<file path="config.mk">
export PLATFORM = sky130hd
export DESIGN_NAME = a2_softswitch_tracker_flat
export DESIGN_NICKNAME = d
export VERILOG_FILES = /design/src/rtl/a2_softswitch_pkg.sv /design/src/rtl/a2mem_if.sv /design/src/rtl/a2_softswitch_tracker_aux_decode.sv /design/src/rtl/a2_softswitch_tracker.sv /design/src/flat_wrapper.sv
export SDC_FILE = /design/constraint.sdc
export NUM_CORES = 1
export LEC_CHECK = 0
export CORE_ASPECT_RATIO = 0.75
export CORE_MARGIN = 5
export CORE_UTILIZATION = 36
export CTS_CLUSTER_SIZE = 10
export DETAILED_ROUTE_END_ITERATION = 12
export PLACE_DENSITY = 0.75
export SYNTH_ARGS = -nofsm -noshare
export SYNTH_HDL_FRONTEND = slang
export SYNTH_SLANG_ARGS = --single-unit
export TNS_END_PERCENT = 50
</file>
<file path="constraint.sdc">
create_clock -name clk_logic -period 1.6 [get_ports clk_logic]
set_input_delay 0.24 -clock clk_logic [delete_from_list [all_inputs] [get_ports clk_logic]]
set_output_delay 0.24 -clock clk_logic [all_outputs]
set_load 0.05 [all_outputs]
</file>
<file path="src/rtl/a2_softswitch_pkg.sv">
// a2_softswitch_pkg: soft switch addresses, switch vector bit positions and key FSM states
package a2_softswitch_pkg;
    localparam logic [15:0] SW_STORE80_OFF = 16'hC000, SW_STORE80_ON = 16'hC001;
    localparam logic [15:0] SW_RAMRD_OFF   = 16'hC002, SW_RAMRD_ON   = 16'hC003;
    localparam logic [15:0] SW_RAMWRT_OFF  = 16'hC004, SW_RAMWRT_ON  = 16'hC005;
    localparam logic [15:0] SW_CXROM_OFF   = 16'hC006, SW_CXROM_ON   = 16'hC007;
    localparam logic [15:0] SW_ALTZP_OFF   = 16'hC008, SW_ALTZP_ON   = 16'hC009;
    localparam logic [15:0] SW_C3ROM_OFF   = 16'hC00A, SW_C3ROM_ON   = 16'hC00B;
    localparam logic [15:0] SW_COL80_OFF   = 16'hC00C, SW_COL80_ON   = 16'hC00D;
    localparam logic [15:0] SW_ALTCHAR_OFF = 16'hC00E, SW_ALTCHAR_ON = 16'hC00F;
    localparam logic [15:0] SW_TEXT_OFF    = 16'hC050, SW_TEXT_ON    = 16'hC051;
    localparam logic [15:0] SW_MIXED_OFF   = 16'hC052, SW_MIXED_ON   = 16'hC053;
    localparam logic [15:0] SW_PAGE2_OFF   = 16'hC054, SW_PAGE2_ON   = 16'hC055;
    localparam logic [15:0] SW_HIRES_OFF   = 16'hC056, SW_HIRES_ON   = 16'hC057;
    localparam logic [15:0] SW_AN0_OFF     = 16'hC058, SW_AN0_ON     = 16'hC059;
    localparam logic [15:0] SW_AN1_OFF     = 16'hC05A, SW_AN1_ON     = 16'hC05B;
    localparam logic [15:0] SW_AN2_OFF     = 16'hC05C, SW_AN2_ON     = 16'hC05D;
    localparam logic [15:0] SW_AN3_OFF     = 16'hC05E, SW_AN3_ON     = 16'hC05F;
    localparam logic [15:0] GS_TEXTCOL  = 16'hC022, GS_BORDER = 16'hC034;
    localparam logic [15:0] GS_MONO     = 16'hC021, GS_NEWVIDEO = 16'hC029;
    localparam logic [15:0] KBD         = 16'hC000, KBDSTRB   = 16'hC010;
    // Bit positions follow address order, so addr[3:1] indexes the switch directly
    localparam int IIE_STORE80 = 0, IIE_RAMRD = 1, IIE_RAMWRT = 2, IIE_CXROM = 3;
    localparam int IIE_ALTZP = 4, IIE_C3ROM = 5, IIE_COL80 = 6, IIE_ALTCHAR = 7;
    localparam int VID_TEXT = 0, VID_MIXED = 1, VID_PAGE2 = 2, VID_HIRES = 3;
    localparam int VID_AN0 = 4, VID_AN1 = 5, VID_AN2 = 6, VID_AN3 = 7;
    localparam int AUX_STORE80 = 0, AUX_RAMRD = 1, AUX_RAMWRT = 2, AUX_ALTZP = 3;
    localparam int AUX_PAGE2 = 4, AUX_HIRES = 5;
    typedef enum logic {K_EMPTY, K_FULL} key_state_t;
endpackage

</file>
<file path="src/rtl/a2mem_if.sv">
// a2mem_if: shadowed soft switch, keyboard and aux-targeting state for video scan-out and slots
interface a2mem_if;
    logic store80, ramrd, ramwrt, intcxrom, altzp, slotc3rom, col80, altchar;
    logic text_mode, mixed_mode, page2, hires_mode, an0, an1, an2, an3;
    logic [3:0] text_color, background_color, border_color;
    logic monochrome_mode, shrg_mode, monochrome_dhires_mode;
    logic [7:0] keycode;
    logic keypress_strobe, aux_mem;
    modport master (
        output store80, ramrd, ramwrt, intcxrom, altzp, slotc3rom, col80, altchar,
        output text_mode, mixed_mode, page2, hires_mode, an0, an1, an2, an3,
        output text_color, background_color, border_color,
        output monochrome_mode, shrg_mode, monochrome_dhires_mode,
        output keycode, keypress_strobe, aux_mem
    );
    modport slave (
        input store80, ramrd, ramwrt, intcxrom, altzp, slotc3rom, col80, altchar,
        input text_mode, mixed_mode, page2, hires_mode, an0, an1, an2, an3,
        input text_color, background_color, border_color,
        input monochrome_mode, shrg_mode, monochrome_dhires_mode,
        input keycode, keypress_strobe, aux_mem
    );
endinterface

</file>
<file path="src/rtl/a2_softswitch_tracker_aux_decode.sv">
// a2_aux_decode: decides whether a bus cycle targets aux RAM from pre-update switch state
module a2_aux_decode
    import a2_softswitch_pkg::*;
(
    input  logic [15:0] addr,
    input  logic        rw_n,
    input  logic [5:0]  sw,
    output logic        aux_hit
);
    logic io, zp, disp;
    always_comb begin
        io      = addr[15:12] == 4'hC;
        zp      = addr < 16'h0200 || addr >= 16'hD000;
        disp    = sw[AUX_STORE80] && (addr[15:10] == 6'b000001 || (sw[AUX_HIRES] && addr[15:13] == 3'b001));
        aux_hit = io ? 1'b0 : zp ? sw[AUX_ALTZP] : disp ? sw[AUX_PAGE2] : rw_n ? sw[AUX_RAMRD] : sw[AUX_RAMWRT];
    end
endmodule

</file>
<file path="src/rtl/a2_softswitch_tracker.sv">
// a2_softswitch_tracker: passive shadow of II/IIe soft switches, keyboard latch and aux targeting;
// IIgs colour/mode registers are decoded only when A2_SOFTSWITCH_IIGS_EN is defined.
module a2_softswitch_tracker
    import a2_softswitch_pkg::*;
#(
    parameter int         IIE_SWITCHES     = 1,
    parameter logic [3:0] TEXT_COLOR_RST   = 4'hF,
    parameter logic [3:0] BG_COLOR_RST     = 4'h6,
    parameter logic [3:0] BORDER_COLOR_RST = 4'h6
) (
    input  logic        clk_logic,
    input  logic        system_reset,
    input  logic        data_valid,
    input  logic [15:0] addr,
    input  logic [7:0]  data,
    input  logic        rw_n,
    a2mem_if.master     a2mem
);
    logic [7:0] iie_q, iie_d, vid_q, vid_d, keycode_q, keycode_d;
    key_state_t key_q, key_d;
    logic strobe_q, strobe_d, aux_q, aux_d, aux_hit;
    logic iie_hit, vid_hit, kbd_hit, strb_hit;

    a2_aux_decode u_aux (
        .addr    (addr),
        .rw_n    (rw_n),
        .sw      ({vid_q[VID_HIRES], vid_q[VID_PAGE2], iie_q[IIE_ALTZP],
                   iie_q[IIE_RAMWRT], iie_q[IIE_RAMRD], iie_q[IIE_STORE80]}),
        .aux_hit (aux_hit)
    );

    always_comb begin
        iie_hit  = data_valid && !rw_n && IIE_SWITCHES != 0 && addr[15:4] == SW_STORE80_OFF[15:4];
        vid_hit  = data_valid && addr[15:4] == SW_TEXT_OFF[15:4];
        kbd_hit  = data_valid && rw_n && addr[15:4] == KBD[15:4] && data[7];
        strb_hit = data_valid && addr[15:4] == KBDSTRB[15:4];
        iie_d = iie_q;
        vid_d = vid_q;
        if (iie_hit) iie_d[addr[3:1]] = addr[0];
        if (vid_hit) vid_d[addr[3:1]] = addr[0];
        aux_d = data_valid ? aux_hit : aux_q;
    end

    // Strobe is a single-cycle pulse; only the empty->full transition raises it
    always_comb begin
        key_d     = key_q;
        keycode_d = keycode_q;
        strobe_d  = 1'b0;
        if (key_q == K_EMPTY && kbd_hit) begin
            key_d     = K_FULL;
            keycode_d = data;
            strobe_d  = 1'b1;
        end
        if (key_q == K_FULL && strb_hit) key_d = K_EMPTY;
    end

    always_ff @(posedge clk_logic) begin
        if (system_reset) begin
            iie_q     <= '0;
            vid_q     <= 8'h01;
            key_q     <= K_EMPTY;
            keycode_q <= '0;
            strobe_q  <= 1'b0;
            aux_q     <= 1'b0;
        end else begin
            iie_q     <= iie_d;
            vid_q     <= vid_d;
            key_q     <= key_d;
            keycode_q <= keycode_d;
            strobe_q  <= strobe_d;
            aux_q     <= aux_d;
        end
    end

`ifdef A2_SOFTSWITCH_IIGS_EN
    logic [3:0] text_col_q, text_col_d, bg_col_q, bg_col_d, border_q, border_d;
    logic mono_q, mono_d, shrg_q, shrg_d, mdhr_q, mdhr_d;
    logic gs_wr;
    always_comb begin
        gs_wr      = data_valid && !rw_n;
        text_col_d = gs_wr && addr == GS_TEXTCOL ? data[7:4] : text_col_q;
        bg_col_d   = gs_wr && addr == GS_TEXTCOL ? data[3:0] : bg_col_q;
        border_d   = gs_wr && addr == GS_BORDER ? data[3:0] : border_q;
        mono_d     = gs_wr && addr == GS_MONO ? data[7] : mono_q;
        shrg_d     = gs_wr && addr == GS_NEWVIDEO ? data[7] : shrg_q;
        mdhr_d     = gs_wr && addr == GS_NEWVIDEO ? data[5] : mdhr_q;
    end
    always_ff @(posedge clk_logic) begin
        if (system_reset) begin
            text_col_q <= TEXT_COLOR_RST;
            bg_col_q   <= BG_COLOR_RST;
            border_q   <= BORDER_COLOR_RST;
            mono_q     <= 1'b0;
            shrg_q     <= 1'b0;
            mdhr_q     <= 1'b0;
        end else begin
            text_col_q <= text_col_d;
            bg_col_q   <= bg_col_d;
            border_q   <= border_d;
            mono_q     <= mono_d;
            shrg_q     <= shrg_d;
            mdhr_q     <= mdhr_d;
        end
    end
    assign a2mem.text_color             = text_col_q;
    assign a2mem.background_color       = bg_col_q;
    assign a2mem.border_color           = border_q;
    assign a2mem.monochrome_mode        = mono_q;
    assign a2mem.shrg_mode              = shrg_q;
    assign a2mem.monochrome_dhires_mode = mdhr_q;
`else
    assign a2mem.text_color             = TEXT_COLOR_RST;
    assign a2mem.background_color       = BG_COLOR_RST;
    assign a2mem.border_color           = BORDER_COLOR_RST;
    assign a2mem.monochrome_mode        = 1'b0;
    assign a2mem.shrg_mode              = 1'b0;
    assign a2mem.monochrome_dhires_mode = 1'b0;
`endif

    assign a2mem.store80         = iie_q[IIE_STORE80];
    assign a2mem.ramrd           = iie_q[IIE_RAMRD];
    assign a2mem.ramwrt          = iie_q[IIE_RAMWRT];
    assign a2mem.intcxrom        = iie_q[IIE_CXROM];
    assign a2mem.altzp           = iie_q[IIE_ALTZP];
    assign a2mem.slotc3rom       = iie_q[IIE_C3ROM];
    assign a2mem.col80           = iie_q[IIE_COL80];
    assign a2mem.altchar         = iie_q[IIE_ALTCHAR];
    assign a2mem.text_mode       = vid_q[VID_TEXT];
    assign a2mem.mixed_mode      = vid_q[VID_MIXED];
    assign a2mem.page2           = vid_q[VID_PAGE2];
    assign a2mem.hires_mode      = vid_q[VID_HIRES];
    assign a2mem.an0             = vid_q[VID_AN0];
    assign a2mem.an1             = vid_q[VID_AN1];
    assign a2mem.an2             = vid_q[VID_AN2];
    assign a2mem.an3             = vid_q[VID_AN3];
    assign a2mem.keycode         = keycode_q;
    assign a2mem.keypress_strobe = strobe_q;
    assign a2mem.aux_mem         = aux_q;
endmodule

</file>
<file path="src/flat_wrapper.sv">
// flat-port wrapper written by rule: the top's interface ports become plain ports
module a2_softswitch_tracker_flat import a2_softswitch_pkg::*;
#(
    parameter int         IIE_SWITCHES     = 1,
    parameter logic [3:0] TEXT_COLOR_RST   = 4'hF,
    parameter logic [3:0] BG_COLOR_RST     = 4'h6,
    parameter logic [3:0] BORDER_COLOR_RST = 4'h6
)
  (clk_logic, system_reset, data_valid, addr, data, rw_n, a2mem_store80, a2mem_ramrd, a2mem_ramwrt, a2mem_intcxrom, a2mem_altzp, a2mem_slotc3rom, a2mem_col80, a2mem_altchar, a2mem_text_mode, a2mem_mixed_mode, a2mem_page2, a2mem_hires_mode, a2mem_an0, a2mem_an1, a2mem_an2, a2mem_an3, a2mem_text_color, a2mem_background_color, a2mem_border_color, a2mem_monochrome_mode, a2mem_shrg_mode, a2mem_monochrome_dhires_mode, a2mem_keycode, a2mem_keypress_strobe, a2mem_aux_mem);
  a2mem_if a2mem_i ();
  input  logic clk_logic;
  input  logic system_reset;
  input  logic data_valid;
  input  logic [15:0] addr;
  input  logic [7:0] data;
  input  logic rw_n;
  output wire logic [$bits(a2mem_i.store80)-1:0] a2mem_store80;
  output wire logic [$bits(a2mem_i.ramrd)-1:0] a2mem_ramrd;
  output wire logic [$bits(a2mem_i.ramwrt)-1:0] a2mem_ramwrt;
  output wire logic [$bits(a2mem_i.intcxrom)-1:0] a2mem_intcxrom;
  output wire logic [$bits(a2mem_i.altzp)-1:0] a2mem_altzp;
  output wire logic [$bits(a2mem_i.slotc3rom)-1:0] a2mem_slotc3rom;
  output wire logic [$bits(a2mem_i.col80)-1:0] a2mem_col80;
  output wire logic [$bits(a2mem_i.altchar)-1:0] a2mem_altchar;
  output wire logic [$bits(a2mem_i.text_mode)-1:0] a2mem_text_mode;
  output wire logic [$bits(a2mem_i.mixed_mode)-1:0] a2mem_mixed_mode;
  output wire logic [$bits(a2mem_i.page2)-1:0] a2mem_page2;
  output wire logic [$bits(a2mem_i.hires_mode)-1:0] a2mem_hires_mode;
  output wire logic [$bits(a2mem_i.an0)-1:0] a2mem_an0;
  output wire logic [$bits(a2mem_i.an1)-1:0] a2mem_an1;
  output wire logic [$bits(a2mem_i.an2)-1:0] a2mem_an2;
  output wire logic [$bits(a2mem_i.an3)-1:0] a2mem_an3;
  output wire logic [$bits(a2mem_i.text_color)-1:0] a2mem_text_color;
  output wire logic [$bits(a2mem_i.background_color)-1:0] a2mem_background_color;
  output wire logic [$bits(a2mem_i.border_color)-1:0] a2mem_border_color;
  output wire logic [$bits(a2mem_i.monochrome_mode)-1:0] a2mem_monochrome_mode;
  output wire logic [$bits(a2mem_i.shrg_mode)-1:0] a2mem_shrg_mode;
  output wire logic [$bits(a2mem_i.monochrome_dhires_mode)-1:0] a2mem_monochrome_dhires_mode;
  output wire logic [$bits(a2mem_i.keycode)-1:0] a2mem_keycode;
  output wire logic [$bits(a2mem_i.keypress_strobe)-1:0] a2mem_keypress_strobe;
  output wire logic [$bits(a2mem_i.aux_mem)-1:0] a2mem_aux_mem;
  assign a2mem_store80 = a2mem_i.store80;
  assign a2mem_ramrd = a2mem_i.ramrd;
  assign a2mem_ramwrt = a2mem_i.ramwrt;
  assign a2mem_intcxrom = a2mem_i.intcxrom;
  assign a2mem_altzp = a2mem_i.altzp;
  assign a2mem_slotc3rom = a2mem_i.slotc3rom;
  assign a2mem_col80 = a2mem_i.col80;
  assign a2mem_altchar = a2mem_i.altchar;
  assign a2mem_text_mode = a2mem_i.text_mode;
  assign a2mem_mixed_mode = a2mem_i.mixed_mode;
  assign a2mem_page2 = a2mem_i.page2;
  assign a2mem_hires_mode = a2mem_i.hires_mode;
  assign a2mem_an0 = a2mem_i.an0;
  assign a2mem_an1 = a2mem_i.an1;
  assign a2mem_an2 = a2mem_i.an2;
  assign a2mem_an3 = a2mem_i.an3;
  assign a2mem_text_color = a2mem_i.text_color;
  assign a2mem_background_color = a2mem_i.background_color;
  assign a2mem_border_color = a2mem_i.border_color;
  assign a2mem_monochrome_mode = a2mem_i.monochrome_mode;
  assign a2mem_shrg_mode = a2mem_i.shrg_mode;
  assign a2mem_monochrome_dhires_mode = a2mem_i.monochrome_dhires_mode;
  assign a2mem_keycode = a2mem_i.keycode;
  assign a2mem_keypress_strobe = a2mem_i.keypress_strobe;
  assign a2mem_aux_mem = a2mem_i.aux_mem;
  a2_softswitch_tracker #(.IIE_SWITCHES(IIE_SWITCHES), .TEXT_COLOR_RST(TEXT_COLOR_RST), .BG_COLOR_RST(BG_COLOR_RST), .BORDER_COLOR_RST(BORDER_COLOR_RST)) u_core (.clk_logic(clk_logic), .system_reset(system_reset), .data_valid(data_valid), .addr(addr), .data(data), .rw_n(rw_n), .a2mem(a2mem_i));
endmodule
</file>
==> metrics.csv <==
stage,metric,value,unit
run_status,status,"complete, no violations",
hold_path,min_path_cells,4,
timing,finalHoldViolCount,0,
clocking,clkTransAtPathRegs,0.09,ns
global_routing,grt-ovfl-total,0,
worst_setup_path,timing.rr.start,u_core.key_q$_SDFFE_PP0P_,
clocking,clkSinkCount,27,
die,io_pins,69,
worst_setup_path,crit_arrival,1.72,ns
layout,multi_input_comb_area,823,µm²
die,die_h,64.7,µm
logic_synthesis,synth_top_area_share,37.7,%
logic_synthesis,ys_seq_area_share,37.7,%
drt,vias,1517,
worst_setup_path,r2r-end,u_core.a2mem.keycode[0]$_SDFFE_PP0P_,
worst_setup_path,cp_slowest_cell,or4_4,
worst_setup_path,crit_path_end_kind,flop,
clocking,cts_buffers,3,
clocking,cts_tree,done,
power_and_ir_drop,powerDensity,616,mW/mm²
layout,final_layout_size_suffix_gt1_share,34.5,%
die,core,0.00376,mm²
drt,routed_wl,4430,µm
timing,fin_skew,0.00401,ns
die,start_util,38.2,%
worst_setup_path,path_max_fanout,4,
logic_synthesis,synth.area.top_cells,"dfxtp_1 38%, nand4_1 8.7%, buf_4 7.8%",
worst_setup_path,cp_cell_sequence,clkdlybuf4s15_1 -> or4b_4 -> or4_4 -> o21ai_2 -> a21oi_1,
timing,min_period,1.56,ns
placed_design,gp_congestion,0.883,
placed_design,hpwl,3420,µm
layout,fin_util,58.3,%
logic_synthesis,async_flop_share,0,%
logic_synthesis,yosysTopAreaCell,dfxtp_1,
logic_synthesis,synth_warnings,0,
worst_setup_path,critPathLaunchType,input pin,
logic_synthesis,synth_flop_cell,dfxtp_1,
global_routing,grt_pass1_vias,1440,
layout,register_area,541,µm²
layout,final_cell_mix,"60 x buf_4, 27 x dfxtp_1, 20 x nand4_1",
timing,rsz0062_at_grt,yes,
worst_setup_path,critPathMaxStageDelay,0.58,ns
die,dieWidth,82.9,µm
power_and_ir_drop,irDropWorstVdd,0.000459,V
die,dieArea,0.00536,mm²
layout,final_common_cell,buf_4,
clocking,htree_levels,1,
clocking,insertion_delay,0.28,ns
worst_setup_path,critPathKind,in -> reg,
logic_synthesis,netlist_area,0.00144,mm²
drt,wl_per_cell,14.7,µm
drt,ant_nets,0,
clocking,cts_buffer_depth,2,
timing,finalCritPeriodShare,97.7,%
global_routing,grt_pass1_wl,6980,µm
timing,whs,0.371,ns
timing,fmax,0.640,GHz
global_routing,antenna_found_initial,0,
placed_design,io_buffers,53,
drt,drc_errors,0,
layout,fin_cells,301,
power_and_ir_drop,p_total,0.00135,W
layout,finalNetCount,278,
logic_synthesis,synth.distinct_cells,38,
drt,vias_per_cell,5.04,
drt,dr.pass1.iters,4,
layout,area_growth,52.5,%
power_and_ir_drop,leakage,0.967,nW
run,cap_viol_max_count,0,
layout,antenna_cells,0,
logic_synthesis,netlist_instances,166,
placed_design,dp_cells,293,
timing,finalSetupTns,0,ns
hold_path,hp-class,in -> reg,
global_routing,grt_max_degree,27,
clocking,cts_hold_buf,0,
hold_path,hold_start,addr[14],
logic_synthesis,ys_seq_elements,27,
layout,nFillCells,372,
hold_path,min_to,u_core.a2mem.aux_mem$_SDFFE_PP0P_,
timing,finalSetupViolCount,0,
logic_synthesis,syn_avg_cell_area,8.65,µm²
logic_synthesis,synth_edf_count,0,
global_routing,track_usage,15.9,%
clocking,clockRootBuffer,clkbuf_8,
worst_setup_path,r2r_cells,5,
worst_setup_path,r2r_setup_slack,0.33,ns
timing,final_max_slew_viol_count,0,
die,rows,19,
drt,drt_iter0_drc,95,
worst_setup_path,critPathRequiredTime,1.76,ns
-- worst max-delay path by stage --
| stage | startpoint | to | slack (ns) | depth (start not counted) |
|---|---|---|---|---|
| finish | data_valid | u_core.vid_q[5]$_SDFFE_PP0P_ | 0.04 | 5 |
| global placement | addr[15] | u_core.vid_q[5]$_SDFFE_PP0P_ | -0.55 | 5 |
| CTS | addr[8] | u_core.vid_q[5]$_SDFFE_PP0P_ | 0.02 | 5 |
| floorplan | addr[12] | u_core.vid_q[3]$_SDFFE_PP0P_ | -0.04 | 4 |
| global route | addr[12] | u_core.vid_q[2]$_SDFFE_PP0P_ | -0.02 | 7 |
| detailed placement | addr[15] | u_core.vid_q[5]$_SDFFE_PP0P_ | -0.59 | 5 |
-- routing by layer --
metal	wire, µm	up-vias	track usage (%)
met5	0	-	0
met2	1910	64	24.6
met1	2180	699	22.5
met4	27	0	2.24
met3	308	4	4.56
li1	-	750	-
-- layout make-up --
cell class	count	area share, %
multi-input cells	128	37.6
repair buffers	88	32.2
flip-flops and latches	27	24.7
well taps	52	2.97
clock buffers	3	1.89
inverters	2	0.343
clock inverters	1	0.229
-- cell usage after synthesis, types with 3 or more instances --
| cell type | number |
|---|---|
| a21oi_1 | 17 |
| buf_4 | 15 |
| clkbuf_1 | 5 |
| dfxtp_1 | 27 |
| mux2i_1 | 8 |
| nand2_1 | 4 |
| nand4_1 | 20 |
| nor2_1 | 15 |
| nor2b_1 | 3 |
| o21ai_0 | 5 |
| o21ai_1 | 10 |
-- power breakdown --
group	leakage [nW]	total [W]	internal, W	switching [W]
clock	0.0255	0.000392	0.000175	0.000218
combinational	0.724	0.000283	0.000112	0.000171
sequential	0.217	0.000672	0.000672	0.000000258
-- kinds of logic after synthesis --
family / Yosys count / synth area share [%]
compound gates: 38 / 14.2
buf+inv: 24 / 10.4
flops: 27 / 37.7
mux: 9 / 6.36
other cells: 2 / 0.523
simple gates: 66 / 30.9
-- through the flow --
stage / worst slack, ns / area, µm²
floorplan: -0.0434 / 1480
detailed placement: -0.593 / 2120
finish: 0.0373 / 2190
global placement: -0.550 / 2120
global route: -0.0222 / 2190
CTS: 0.0199 / 2180
-- registers in the layout (all words and copies together), names as in the netlist --
| name | flops |
|---|---|
| u_core.vid_q | 8 |
| u_core.a2mem.keycode | 8 |
| u_core.key_q | 1 |
| u_core.a2mem.aux_mem | 1 |
| u_core.a2mem.keypress_strobe | 1 |
| u_core.iie_q | 8 |
-- critical path, delay by kind of cell --
family / cells / cell delay [ns]
compound gates: 2 / 0.22
buf+inv: 1 / 0.17
simple gates: 2 / 1.09
-- repair_timing --
action,in CTS,in global routing
buffers inserted,2,2
endpoints found under the setup margin,24,12
pin swaps,13,12
resized for setup,27,11
Power figures use the tool's default switching activity.
